==> src/rtl/conc_pipe_pkg.sv <==
// rtl/conc_pipe_pkg.sv - shared constants and beat type for the conc_pipe datapath
//
// Purpose : default parameter values for conc_pipe and a packed beat type that
//           bundles the five results (a, b, c, d, e) at the default width.
// Ports   : none (package).
package conc_pipe_pkg;

  localparam int CONC_WIDTH     = 32;
  localparam int CONC_ADD_K     = 5;
  localparam int CONC_MUL_K     = 3;
  localparam int CONC_SUB_K     = 1;
  localparam int CONC_DIV_SHIFT = 2;

  typedef struct packed {
    logic [CONC_WIDTH-1:0] a;
    logic [CONC_WIDTH-1:0] b;
    logic [CONC_WIDTH-1:0] c;
    logic [CONC_WIDTH-1:0] d;
    logic [CONC_WIDTH-1:0] e;
  } conc_beat_t;

endpackage

==> src/rtl/conc_pipe_slice.sv <==
// rtl/conc_pipe_slice.sv - valid/ready register slice with hold and synchronous flush
//
// Purpose : one pipeline register stage. Loads a new beat only when the
//           downstream side is ready (or the stage is empty); otherwise data
//           and valid hold. flush clears valid on the next edge, data is kept.
// Ports   : clk, rst (async active-low), flush,
//           in_valid / in_ready / in_data   : upstream side,
//           out_valid / out_ready / out_data : downstream side.
//           in_ready is combinational from out_ready (no skid buffer).
module conc_pipe_slice #(
  parameter int WIDTH = 32
) (
  input  logic             clk,
  input  logic             rst,
  input  logic             flush,
  input  logic             in_valid,
  output logic             in_ready,
  input  logic [WIDTH-1:0] in_data,
  output logic             out_valid,
  input  logic             out_ready,
  output logic [WIDTH-1:0] out_data
);

  logic             valid_q, valid_d;
  logic [WIDTH-1:0] data_q,  data_d;

  always_comb begin
    in_ready = !valid_q || out_ready;
    valid_d  = valid_q;
    data_d   = data_q;
    if (in_ready) begin
      valid_d = in_valid;
      // Data only moves with a real beat so outputs stay quiet on bubbles.
      if (in_valid) begin
        data_d = in_data;
      end
    end
    if (flush) begin
      valid_d = 1'b0;
    end
  end

  always_ff @(posedge clk or negedge rst) begin
    if (!rst) begin
      valid_q <= 1'b0;
      data_q  <= '0;
    end else begin
      valid_q <= valid_d;
      data_q  <= data_d;
    end
  end

  assign out_valid = valid_q;
  assign out_data  = data_q;

endmodule

==> src/rtl/conc_pipe.sv <==
// rtl/conc_pipe.sv - two-stage pipelined constant arithmetic block with valid/ready
//
// Purpose : per accepted (i, j) computes a = i+ADD_K, b = a*MUL_K, c = a+b,
//           d = i-SUB_K, e = j>>DIV_SHIFT, all unsigned modulo 2^WIDTH.
//           Stage 1 registers a, d, e; stage 2 adds b and c. Latency 2,
//           throughput 1 beat/cycle, synchronous flush of both stages.
// Ports   : clk, rst (async active-low), flush,
//           in_valid / in_ready / i / j        : producer side,
//           out_valid / out_ready / a..e        : consumer side (registered).
module conc_pipe
  import conc_pipe_pkg::*;
#(
  parameter int WIDTH     = CONC_WIDTH,
  parameter int ADD_K     = CONC_ADD_K,
  parameter int MUL_K     = CONC_MUL_K,
  parameter int SUB_K     = CONC_SUB_K,
  parameter int DIV_SHIFT = CONC_DIV_SHIFT
) (
  input  logic             clk,
  input  logic             rst,
  input  logic             flush,
  input  logic             in_valid,
  output logic             in_ready,
  input  logic [WIDTH-1:0] i,
  input  logic [WIDTH-1:0] j,
  output logic             out_valid,
  input  logic             out_ready,
  output logic [WIDTH-1:0] a,
  output logic [WIDTH-1:0] b,
  output logic [WIDTH-1:0] c,
  output logic [WIDTH-1:0] d,
  output logic [WIDTH-1:0] e
);

  typedef struct packed {
    logic [WIDTH-1:0] a;
    logic [WIDTH-1:0] d;
    logic [WIDTH-1:0] e;
  } s1_beat_t;

  typedef struct packed {
    logic [WIDTH-1:0] a;
    logic [WIDTH-1:0] b;
    logic [WIDTH-1:0] c;
    logic [WIDTH-1:0] d;
    logic [WIDTH-1:0] e;
  } s2_beat_t;

  s1_beat_t         s1_din, s1_dout;
  s2_beat_t         s2_din, s2_dout;
  logic             s1_in_valid, s1_rdy, s1_valid;
  logic             s2_rdy;
  logic [WIDTH-1:0] prod;

  // flush blocks acceptance outright so the flushed-cycle input never enters.
  assign s1_in_valid = in_valid && !flush;
  assign in_ready    = s1_rdy && !flush;

  always_comb begin
    s1_din   = '0;
    s1_din.a = i + WIDTH'(ADD_K);
    s1_din.d = i - WIDTH'(SUB_K);
    s1_din.e = j >> DIV_SHIFT;
  end

  conc_pipe_slice #(.WIDTH($bits(s1_beat_t))) u_stage1 (
    .clk       (clk),
    .rst       (rst),
    .flush     (flush),
    .in_valid  (s1_in_valid),
    .in_ready  (s1_rdy),
    .in_data   (s1_din),
    .out_valid (s1_valid),
    .out_ready (s2_rdy),
    .out_data  (s1_dout)
  );

  // The low WIDTH bits of a product depend only on the low WIDTH bits of the
  // operands, so a WIDTH-wide multiply equals the full product truncated.
  assign prod = s1_dout.a * WIDTH'(MUL_K);

  always_comb begin
    s2_din   = '0;
    s2_din.a = s1_dout.a;
    s2_din.b = prod;
    s2_din.c = s1_dout.a + prod;
    s2_din.d = s1_dout.d;
    s2_din.e = s1_dout.e;
  end

  conc_pipe_slice #(.WIDTH($bits(s2_beat_t))) u_stage2 (
    .clk       (clk),
    .rst       (rst),
    .flush     (flush),
    .in_valid  (s1_valid),
    .in_ready  (s2_rdy),
    .in_data   (s2_din),
    .out_valid (out_valid),
    .out_ready (out_ready),
    .out_data  (s2_dout)
  );

  assign a = s2_dout.a;
  assign b = s2_dout.b;
  assign c = s2_dout.c;
  assign d = s2_dout.d;
  assign e = s2_dout.e;

endmodule

==> config.mk <==
export PLATFORM = sky130hd
export DESIGN_NAME = conc_pipe
export DESIGN_NICKNAME = d
export VERILOG_FILES = /design/src/rtl/conc_pipe_pkg.sv /design/src/rtl/conc_pipe_slice.sv /design/src/rtl/conc_pipe.sv
export SDC_FILE = /design/constraint.sdc
export NUM_CORES = 1
export LEC_CHECK = 0
export ABC_AREA = 1
export CAP_MARGIN = 25
export CORE_MARGIN = 2
export CORE_UTILIZATION = 40
export DETAILED_ROUTE_END_ITERATION = 6
export DONT_BUFFER_PORTS = 1
export PLACE_DENSITY_LB_ADDON = 0.2
export SYNTH_ARGS = -nofsm -noshare
export SYNTH_HDL_FRONTEND = slang
export SYNTH_SLANG_ARGS = --single-unit
==> constraint.sdc <==
create_clock -name clk -period 8.8 [get_ports clk]
set_input_delay 1.76 -clock clk [delete_from_list [all_inputs] [get_ports clk]]
set_output_delay 1.76 -clock clk [all_outputs]
set_load 0.005 [all_outputs]
==> summary by stage, run 1 <==
Run status
The run finished with clean final reports.

Finish
In the final layout, flip-flops and latches occupy 0.00626 sq mm. The utilization after layout is 44.3%. From synthesis to final layout, the design area changed by 9.44%. The count of antenna diodes in the layout is 0. The layout filler cell count is 3647.

The final layout net count is 1994. Summing all multi-input logic gate instances after layout gives 0.00716 sq mm. Of the cells placed in the final design, the portion with a size suffix greater than 1 is 5.36%.

Synth
The average footprint of a synthesized cell is 7.60 sq um. The summed instance area of the synthesized netlist is 0.0143 sq mm. For this run, the register share of the synthesized area comes to 43.7%. The count of flip-flops with a built-in enable after synthesis is 0. Among all cell types in the netlist, the one instantiated most often is sky130_fd_sc_hd__nand2_1.

Among all flip-flop cells after synthesis, the most frequent one is sky130_fd_sc_hd__dfrtp_1. The largest area contributor in the synthesized netlist is sky130_fd_sc_hd__dfrtp_1. Synthesis produced 1886 cells. For this run, asynchronously set or reset flops after synthesis account for 100%. The synthesized netlist contains 44 unique library cells. After synthesis, the largest area contributor takes up 43.7% of total cell area. The commonest cells after synthesis are 618 x sky130_fd_sc_hd__nand2_1, 250 x sky130_fd_sc_hd__dfrtp_1, 162 x sky130_fd_sc_hd__inv_1. The number of synthesized register bits is 250. After synthesis, the cell types taking the most area are sky130_fd_sc_hd__dfrtp_1 44%, sky130_fd_sc_hd__nand2_1 16%, sky130_fd_sc_hd__ha_1 5.6%. For this run, the number of Yosys warnings is 0.

Timing
The shortest period the worst path allows is 3.99 ns. The number of slew-limit violations in the final report is 0. Measured against its own limit, the worst slew margin works out to 10.5%. After layout, the worst path uses 45.4% of the clock period.

The final number of hold-violating endpoints is 0. The fmax is 0.250 GHz. Adding up every negative setup slack in the final design gives 0 ns. Setup violations remaining at the end of the flow were counted as 0.

Setup repair after global routing left no endpoint under its margin. Across the routed clock network, the largest skew measured is 0.0144 ns. The transition time at the pin with the least slew margin is 1.34 ns.

GRT
Entering global routing, the biggest net connects 251 pins. The total congestion overflow is 0. The number of antenna violations at the first check in global routing is 0.

The via count of the first global-routing pass is 11900. The total global routing track utilization is 21.5%. The first global-routing pass estimated 65.2 mm of wire.

Place
The detailed placement HPWL is 30.6 mm. The final weighted congestion in routability-driven placement is 0.886. Port buffering added 0 buffers.

Die
For this configuration, the core starts out at a cell density of 40.5%. The die is 193 um wide. The die covers 0.0373 sq mm. The die extent in y is 193 um.

The core box area is 0.0354 sq mm. The I/O pin count is 231. In this run the core area contains 69 standard-cell rows.

Route
Across all layers, the routed design uses 11900 vias. For this block, the routed nets add up to 40.1 mm of wire. The number of vias per cell is 5.09. Once detail routing completed, the nets flagged for antenna violations numbered 0. Wire segments on met2 add up to 18.8 mm in the final route. The pre-antenna-repair detailed-routing pass consisted of 5 iterations. The routed length on met3 is 2.19 mm. The average detailed-routed wire length per instance is 17.1 um. The detailed router's first-iteration violation count is 720. After detailed routing, the number of remaining DRC violations is 0. The total routed wire length on the met1 layer is 18.2 mm.

The highest routed metal layer is met4.

Power
In this run the static leakage power is 0.00762 uW. Of the total power, combinational logic draws 33.3%. The largest voltage drop on the vdd net is 0.179 mV. The switching component of the power is 1640 uW. The clock share of power is 28.3%. The switching part of the total power is 38.4%. In this run, flip-flops and latches consume 38.4% of the power. The power density over the cells is 272 mW/mm^2.

The internal power of the cells totals 2630 uW.

Clock network
Hold repair after CTS inserted 0 buffers. After clock tree synthesis, the setup repair step added 0 buffers. Counting the buffers created by CTS gives 29. The insertion delay of the later-clocked pin in the worst-skew pair is 0.57 ns.

CTS built an H-tree with a depth of 1. TritonCTS built the clock tree. Gates resized during post-CTS repair numbered 0. Clock-pin slew was measured on the worst setup and hold paths at 0.06 ns. The largest buffer count on any clock path is 3.

The clock drives 250 sinks. The master cell of the clock root buffer is sky130_fd_sc_hd__clkbuf_16.

Flow run
Across the run, the number of max-cap violations was 0.

Setup path
Data arrives at the worst endpoint at 4.45 ns. STA classifies the critical path endpoint as a register. The maximum fanout along the worst path is 6.

STA classifies the critical path startpoint as a register. The critical path is of the reg2reg type. The required time reported for the critical path endpoint is 9.26 ns.

Worst hold path
The class of the worst hold path is reg2reg.
[worst paths after layout]
check                                       from                      to  slack [ns]  cells past startpoint
max in group asynchronous                    rst   u_stage1.out_data[75]        6.82                      0
min in group asynchronous                    rst  u_stage2.out_data[101]        0.90                      0
min                        u_stage1.out_data[59]   u_stage2.out_data[59]        0.47                      2
max                        u_stage1.out_data[64]   u_stage2.out_data[82]        4.81                     18
min reg2reg                u_stage1.out_data[59]   u_stage2.out_data[59]        0.47                      2
max reg2reg                u_stage1.out_data[64]   u_stage2.out_data[82]        4.81                     18
[cell usage in the layout (no fill, tap or decap), types with 2 or more instances in the layout]
cell and instances:
sky130_fd_sc_hd__xor2_1 61, sky130_fd_sc_hd__o31ai_1 3, sky130_fd_sc_hd__clkbuf_16 29, sky130_fd_sc_hd__nor3_1 26
sky130_fd_sc_hd__nor2_2 6, sky130_fd_sc_hd__o21ai_2 3, sky130_fd_sc_hd__or2_2 5, sky130_fd_sc_hd__o21ai_1 38
sky130_fd_sc_hd__o21bai_1 10, sky130_fd_sc_hd__xnor2_1 18, sky130_fd_sc_hd__a31oi_1 11, sky130_fd_sc_hd__nand3b_1 8
sky130_fd_sc_hd__or2_1 5, sky130_fd_sc_hd__nand2_1 616, sky130_fd_sc_hd__and2_1 10, sky130_fd_sc_hd__dfrtp_1 250
sky130_fd_sc_hd__nor2_1 122, sky130_fd_sc_hd__conb_1 3, sky130_fd_sc_hd__nor2_4 9, sky130_fd_sc_hd__nor4_1 4
sky130_fd_sc_hd__buf_4 5, sky130_fd_sc_hd__o21a_1 7, sky130_fd_sc_hd__inv_1 162, sky130_fd_sc_hd__clkbuf_1 7
sky130_fd_sc_hd__a21o_1 7, sky130_fd_sc_hd__nand2_2 6, sky130_fd_sc_hd__clkinv_2 7, sky130_fd_sc_hd__ha_1 64
sky130_fd_sc_hd__o211ai_1 2, sky130_fd_sc_hd__nor3_2 2, sky130_fd_sc_hd__a21oi_1 85, sky130_fd_sc_hd__clkbuf_8 6
sky130_fd_sc_hd__nand3_1 77, sky130_fd_sc_hd__clkinvlp_4 2, sky130_fd_sc_hd__inv_2 11, sky130_fd_sc_hd__nand3_2 3
sky130_fd_sc_hd__nand4_1 17, sky130_fd_sc_hd__o21ai_0 160, sky130_fd_sc_hd__and3_1 3, sky130_fd_sc_hd__bufinv_16 2
[through the flow]
stage          hold slack (ns)  cell area (sq um)  setup WS (ns)  cells  power, uW
2_1_floorplan            0.442              14300           5.04   1888       2650
3_3_place_gp             0.455              14700           4.26   2289       3070
3_5_place_dp             0.460              14700           4.27   2289       3080
4_1_cts                  0.476              15700           4.75   2343       4310
5_1_grt                  0.498              15700           4.53   2344       4590
6_report                 0.472              15700           4.81   2344       4270
[state kept, by name, summed over array words and instances (netlist names)]
name / flops
u_stage2.out_data: 155
u_stage2.out_valid: 1
u_stage1.out_valid: 1
u_stage1.out_data: 93
[cell type report]
type	instances	share of cell area [%]
sequential	250	39.9
timing repair buffer	6	0.367
multi-input combinational	1399	45.7
tap	461	3.68
clock inverter	12	0.854
clock buffer	42	5.32
inverter	174	4.17
[critical path: stages, from the launching register on]
cell                       delay [ns]
sky130_fd_sc_hd__dfrtp_1         0.48
sky130_fd_sc_hd__ha_1            0.22
sky130_fd_sc_hd__inv_1           0.05
sky130_fd_sc_hd__fa_1            0.42
sky130_fd_sc_hd__inv_1           0.08
sky130_fd_sc_hd__nand2_1         0.05
sky130_fd_sc_hd__nand3_1         0.16
sky130_fd_sc_hd__inv_2           0.06
sky130_fd_sc_hd__o21ai_2         0.21
sky130_fd_sc_hd__a21oi_1         0.13
sky130_fd_sc_hd__xnor2_1         0.39
sky130_fd_sc_hd__ha_1            0.37
sky130_fd_sc_hd__a21oi_1         0.23
sky130_fd_sc_hd__o21ai_0         0.18
sky130_fd_sc_hd__a21oi_1         0.29
sky130_fd_sc_hd__o211ai_1        0.17
sky130_fd_sc_hd__or2_2           0.29
sky130_fd_sc_hd__nand3_1         0.07
sky130_fd_sc_hd__nand2_1         0.06
[cell families after synthesis]
logic type,share of synthesized area [%]
compound gates,12.2
xor+xnor,4.83
fa+ha+maj,5.73
buf+inv,6.44
flops,43.7
other cells,0.0262
simple gates,27.1
[power groups by stage]
stage | registers (uW) | clock network [uW] | logic [uW]
floorplan | 1580 | 0 | 1080
global route | 1670 | 1290 | 1630
CTS | 1650 | 1240 | 1420
global placement | 1660 | 0 | 1410
finish | 1640 | 1210 | 1420
detailed placement | 1670 | 0 | 1420
[per-layer routing]
layer / vias up / track usage, %
met5: - / 0
met1: 5588 / 28.8
met4: 0 / 5.80
li1: 6044 / -
met3: 49 / 4.31
met2: 244 / 35.5
No activity file was read; power rests on OpenSTA's default activity.
==> run 2: changes to the inputs <==
==> constraint.sdc (replaced) <==
create_clock -name clk -period 3.7 [get_ports clk]
set_input_delay 0.74 -clock clk [delete_from_list [all_inputs] [get_ports clk]]
set_output_delay 0.74 -clock clk [all_outputs]
set_load 0.005 [all_outputs]
==> run 2 against run 1 <==
Net effect:
- the run now ends with negative hold slack left
- die area unchanged
- final cell count is 1.9% higher
- global-route usage up 0.38 points
- critical path depth is 2 higher
- largest power group unchanged
==> summary by stage, run 2 (synthesis gave the netlist of run 1 again) <==
Clock network
The insertion delay of the later-clocked pin in the worst-skew pair is 0.58 ns (was 0.57 ns). The number of clock buffers inserted by TritonCTS is 29 (unchanged). The count of clock tree sinks is 250 (unchanged). The TritonCTS clock tree is done (unchanged).

The master cell of the clock root buffer is sky130_fd_sc_hd__clkbuf_16 (unchanged). The maximum level of the CTS H-tree is 1 (unchanged). The largest buffer count on any clock path is 3 (unchanged). The CTS clock-pin slew for the worst setup and hold paths came to 0.06 ns (about the same).

Power
The power density over the cells is 646 mW/mm^2 (was 272 mW/mm^2). The switching component of the power is 4040 uW (was 1640 uW). The share of power burned in registers was 37.2% (was 38.4%). The cell internal power dissipation was 6440 uW (was 2630 uW).

The switching part of the total power came to 38.6% (was 38.4%). The largest voltage drop on the vdd net is 0.398 mV (was 0.179 mV). The clock share of power is 26.3% (was 28.3%). The fraction of power consumed by combinational cells is 36.6% (was 33.3%).

The static power due to leakage is 0.00785 uW (was 0.00762 uW).

Timing
The number of slew-limit violations in the final report is 0 (unchanged). The worst-case headroom to the max-slew limit is 18.9% (was 10.5%). The shortest period the worst path allows was 3.51 ns (was 3.99 ns).

The final number of hold-violating endpoints was 64 (was 0). The post-route clock period utilization is 94.8% (was 45.4%). The number of setup violations in the final report is 0 (unchanged).

The clock skew came to 0.00774 ns (was 0.0144 ns). The tightest hold margin came to -0.144 ns (was 0.472 ns). RSZ-0062 raised after global routing: yes (was no). The fmax is 0.285 GHz (was 0.250 GHz). The transition time at the pin with the least slew margin is 1.22 ns (was 1.34 ns).

GRT
The largest net degree at the start of global routing came to 251 (unchanged). The wire length of the first global-routing pass is 66.6 mm (was 65.2 mm). The total global routing track utilization is 21.9% (was 21.5%). The via count of the first global-routing pass was 12300 (was 11900). The total congestion overflow is 0 (unchanged).

The number of antenna violations at the first check in global routing is 0 (unchanged).

Setup path
The startpoint class of the critical path was a register (unchanged). The type of element capturing the critical path is a register (unchanged). The minimum setup slack among reg-to-reg paths was 0.19 ns (was 4.81 ns). The type of the worst setup path is reg2reg (unchanged). The critical register-to-register path endpoint was u_stage2.out_data[95] (was u_stage2.out_data[82]). The maximum fanout along the worst path is 5 (was 6). The launching point of the worst reg2reg path is u_stage1.out_data[65] (was u_stage1.out_data[64]).

The worst-case reg-to-reg path depth is 20 (was 18). The signal arrival time at the worst endpoint is 3.98 ns (was 4.45 ns). The required time reported for the critical path endpoint is 4.17 ns (was 9.26 ns).

Route
The number of remaining DRC errors was 0 (unchanged). The detailed router's first-iteration violation count was 681 (was 720). The final wirelength came to 41.1 mm (was 40.1 mm). The average detailed-routed wire length per instance came to 17.2 um (was 17.1 um).

The number of vias per cell was 5.10 (was 5.09). The count of TritonRoute iterations in the first routing pass was 5 (unchanged). The residual antenna-violating net count after detailed routing was 0 (unchanged). The vias after detailed routing is 12200 (was 11900).

Worst hold path
The class of the worst hold path is in2async (was reg2reg).

Run status
The checks that failed: negative hold slack. Outcome: finished with violations (was complete, no violations).

Finish
The count of antenna diodes in the layout is 0 (unchanged). The utilization after layout is 45.8% (was 44.3%). The flip-flop count of the largest register after layout is 155 (unchanged).

The most common library cell in the layout ignoring fill and taps is sky130_fd_sc_hd__nand2_1 (unchanged). The fraction of layout instances using a drive strength above 1 is 10.0% (was 5.36%). The final layout net count came to 2042 (was 1994). The layout filler cell count is 3701 (was 3647). Most used cells in the layout excluding fill and tap cells: 616 x sky130_fd_sc_hd__nand2_1, 243 x sky130_fd_sc_hd__dfrtp_1, 162 x sky130_fd_sc_hd__inv_1, 155 x sky130_fd_sc_hd__o21ai_0, 119 x sky130_fd_sc_hd__nor2_1 (was 616 x sky130_fd_sc_hd__nand2_1, 250 x sky130_fd_sc_hd__dfrtp_1, 162 x sky130_fd_sc_hd__inv_1, 160 x sky130_fd_sc_hd__o21ai_0, 122 x sky130_fd_sc_hd__nor2_1).

The signed area change from the synthesized netlist to the final layout is 13.2% (was 9.44%).

Die
The floorplan die area is 0.0373 sq mm (unchanged). The core box area is 0.0354 sq mm (unchanged). The floorplan die width was 193 um (unchanged). The starting density of the core was 40.5% (unchanged). The I/O pin count is 231 (unchanged).

The row count came to 69 (unchanged). The die extent in y was 193 um (unchanged).

Place
The total of buffers placed on input and output ports is 0 (unchanged). The detailed placement HPWL is 30.8 mm (was 30.6 mm). The final weighted congestion in routability-driven placement is 0.903 (was 0.886).

Flow run
The number of violations of the max-capacitance limit is 0 (unchanged).
-- run 2: changes by cell type in the layout (fill, tap and decap cells not counted), sizes merged --
cell / delta
buf: +48
bufinv: -1
clkbuf: -2
inv: -1
-- run 2: worst max-delay path by stage --
stage / start / end / slack [ns] / depth (start not counted)
after CTS: u_stage1.out_data[65] / u_stage2.out_data[85] / 0.04 / 19
final: u_stage1.out_data[65] / u_stage2.out_data[95] / 0.19 / 20
after global placement: u_stage1.out_data[65] / u_stage2.out_data[85] / 0.08 / 19
after detailed placement: u_stage1.out_data[65] / u_stage2.out_data[85] / 0.04 / 19
after floorplan: u_stage1.out_data[66] / u_stage2.out_data[93] / 0.59 / 16
after global routing: u_stage1.out_data[76] / u_stage2.out_data[95] / -0.11 / 21
-- run 2: power by group through the flow --
stage | Clock (uW) | Combinational, uW | Sequential (uW)
finish | 2750 | 3830 | 3890
global route | 2920 | 4360 | 3970
CTS | 2830 | 3700 | 3910
detailed placement | 0 | 3680 | 3950
global placement | 0 | 3670 | 3940
floorplan | 0 | 2560 | 3750
-- run 2: stage by stage --
stage               total power (uW)  setup TNS [ns]  instances  cell area [sq um]  worst slack [ns]
finish                         10500               0       2388              16200             0.194
global placement                7610               0       2336              15100            0.0750
CTS                            10400               0       2386              16000            0.0363
detailed placement              7630               0       2336              15100            0.0421
global route                   11300          -0.328       2388              16200            -0.105
floorplan                       6310               0       1888              14300             0.595
-- run 2: final cells by class --
class,instances,area (sq um),share of cell area [%]
Timing Repair Buffer,54,430,2.65
Sequential cell,250,6260,38.6
Inverter,174,654,4.03
Clock buffer,40,807,4.98
Tap cell,461,577,3.56
Multi-Input combinational cell,1399,7390,45.6
Clock inverter,10,95.1,0.586
-- run 2: timing repair --
item	CTS	global route
endpoints found under the hold margin	250	250
buffers inserted	0	2
resized for setup	0	56
endpoints found under the setup margin	0	17
-- run 2: metal layers --
metal  wire, um  global-route usage, %
met1      18600                   29.2
met2      19100                   36.4
met3       2210                   4.08
met4       1170                   6.28
met5          0                      0
-- run 2: worst max-delay path, cell delays in order (launching register included) --
cell and delay (ns):
sky130_fd_sc_hd__dfrtp_1 0.39, sky130_fd_sc_hd__ha_1 0.18, sky130_fd_sc_hd__inv_1 0.06, sky130_fd_sc_hd__fa_1 0.43, sky130_fd_sc_hd__o21bai_1 0.30, sky130_fd_sc_hd__nand2_1 0.13, sky130_fd_sc_hd__nand3_2 0.12, sky130_fd_sc_hd__nand4_1 0.18
sky130_fd_sc_hd__nand2_1 0.12, sky130_fd_sc_hd__nand2_1 0.06, sky130_fd_sc_hd__and2_1 0.14, sky130_fd_sc_hd__ha_1 0.30, sky130_fd_sc_hd__inv_1 0.12, sky130_fd_sc_hd__nor3_2 0.22, sky130_fd_sc_hd__nand2_1 0.09, sky130_fd_sc_hd__a21oi_1 0.12
sky130_fd_sc_hd__nor2_1 0.06, sky130_fd_sc_hd__nand2_1 0.16, sky130_fd_sc_hd__nand3_1 0.10, sky130_fd_sc_hd__nand3_1 0.08, sky130_fd_sc_hd__nand2_1 0.05
==> run 3: changes to the inputs <==
==> constraint.sdc (replaced) <==
create_clock -name clk -period 3.7 [get_ports clk]
set_input_delay 0.74 -clock clk [delete_from_list [all_inputs] [get_ports clk]]
set_output_delay 0.74 -clock clk [all_outputs]
set_load 0.01 [all_outputs]
==> results of run 3 <==
The final DEF is identical to that of run 2. Status: finished with violations: negative hold slack.
Among the figures that moved: total power 10500 uW -> 10700 uW; worst IR drop on VDD 0.398 mV -> 0.409 mV
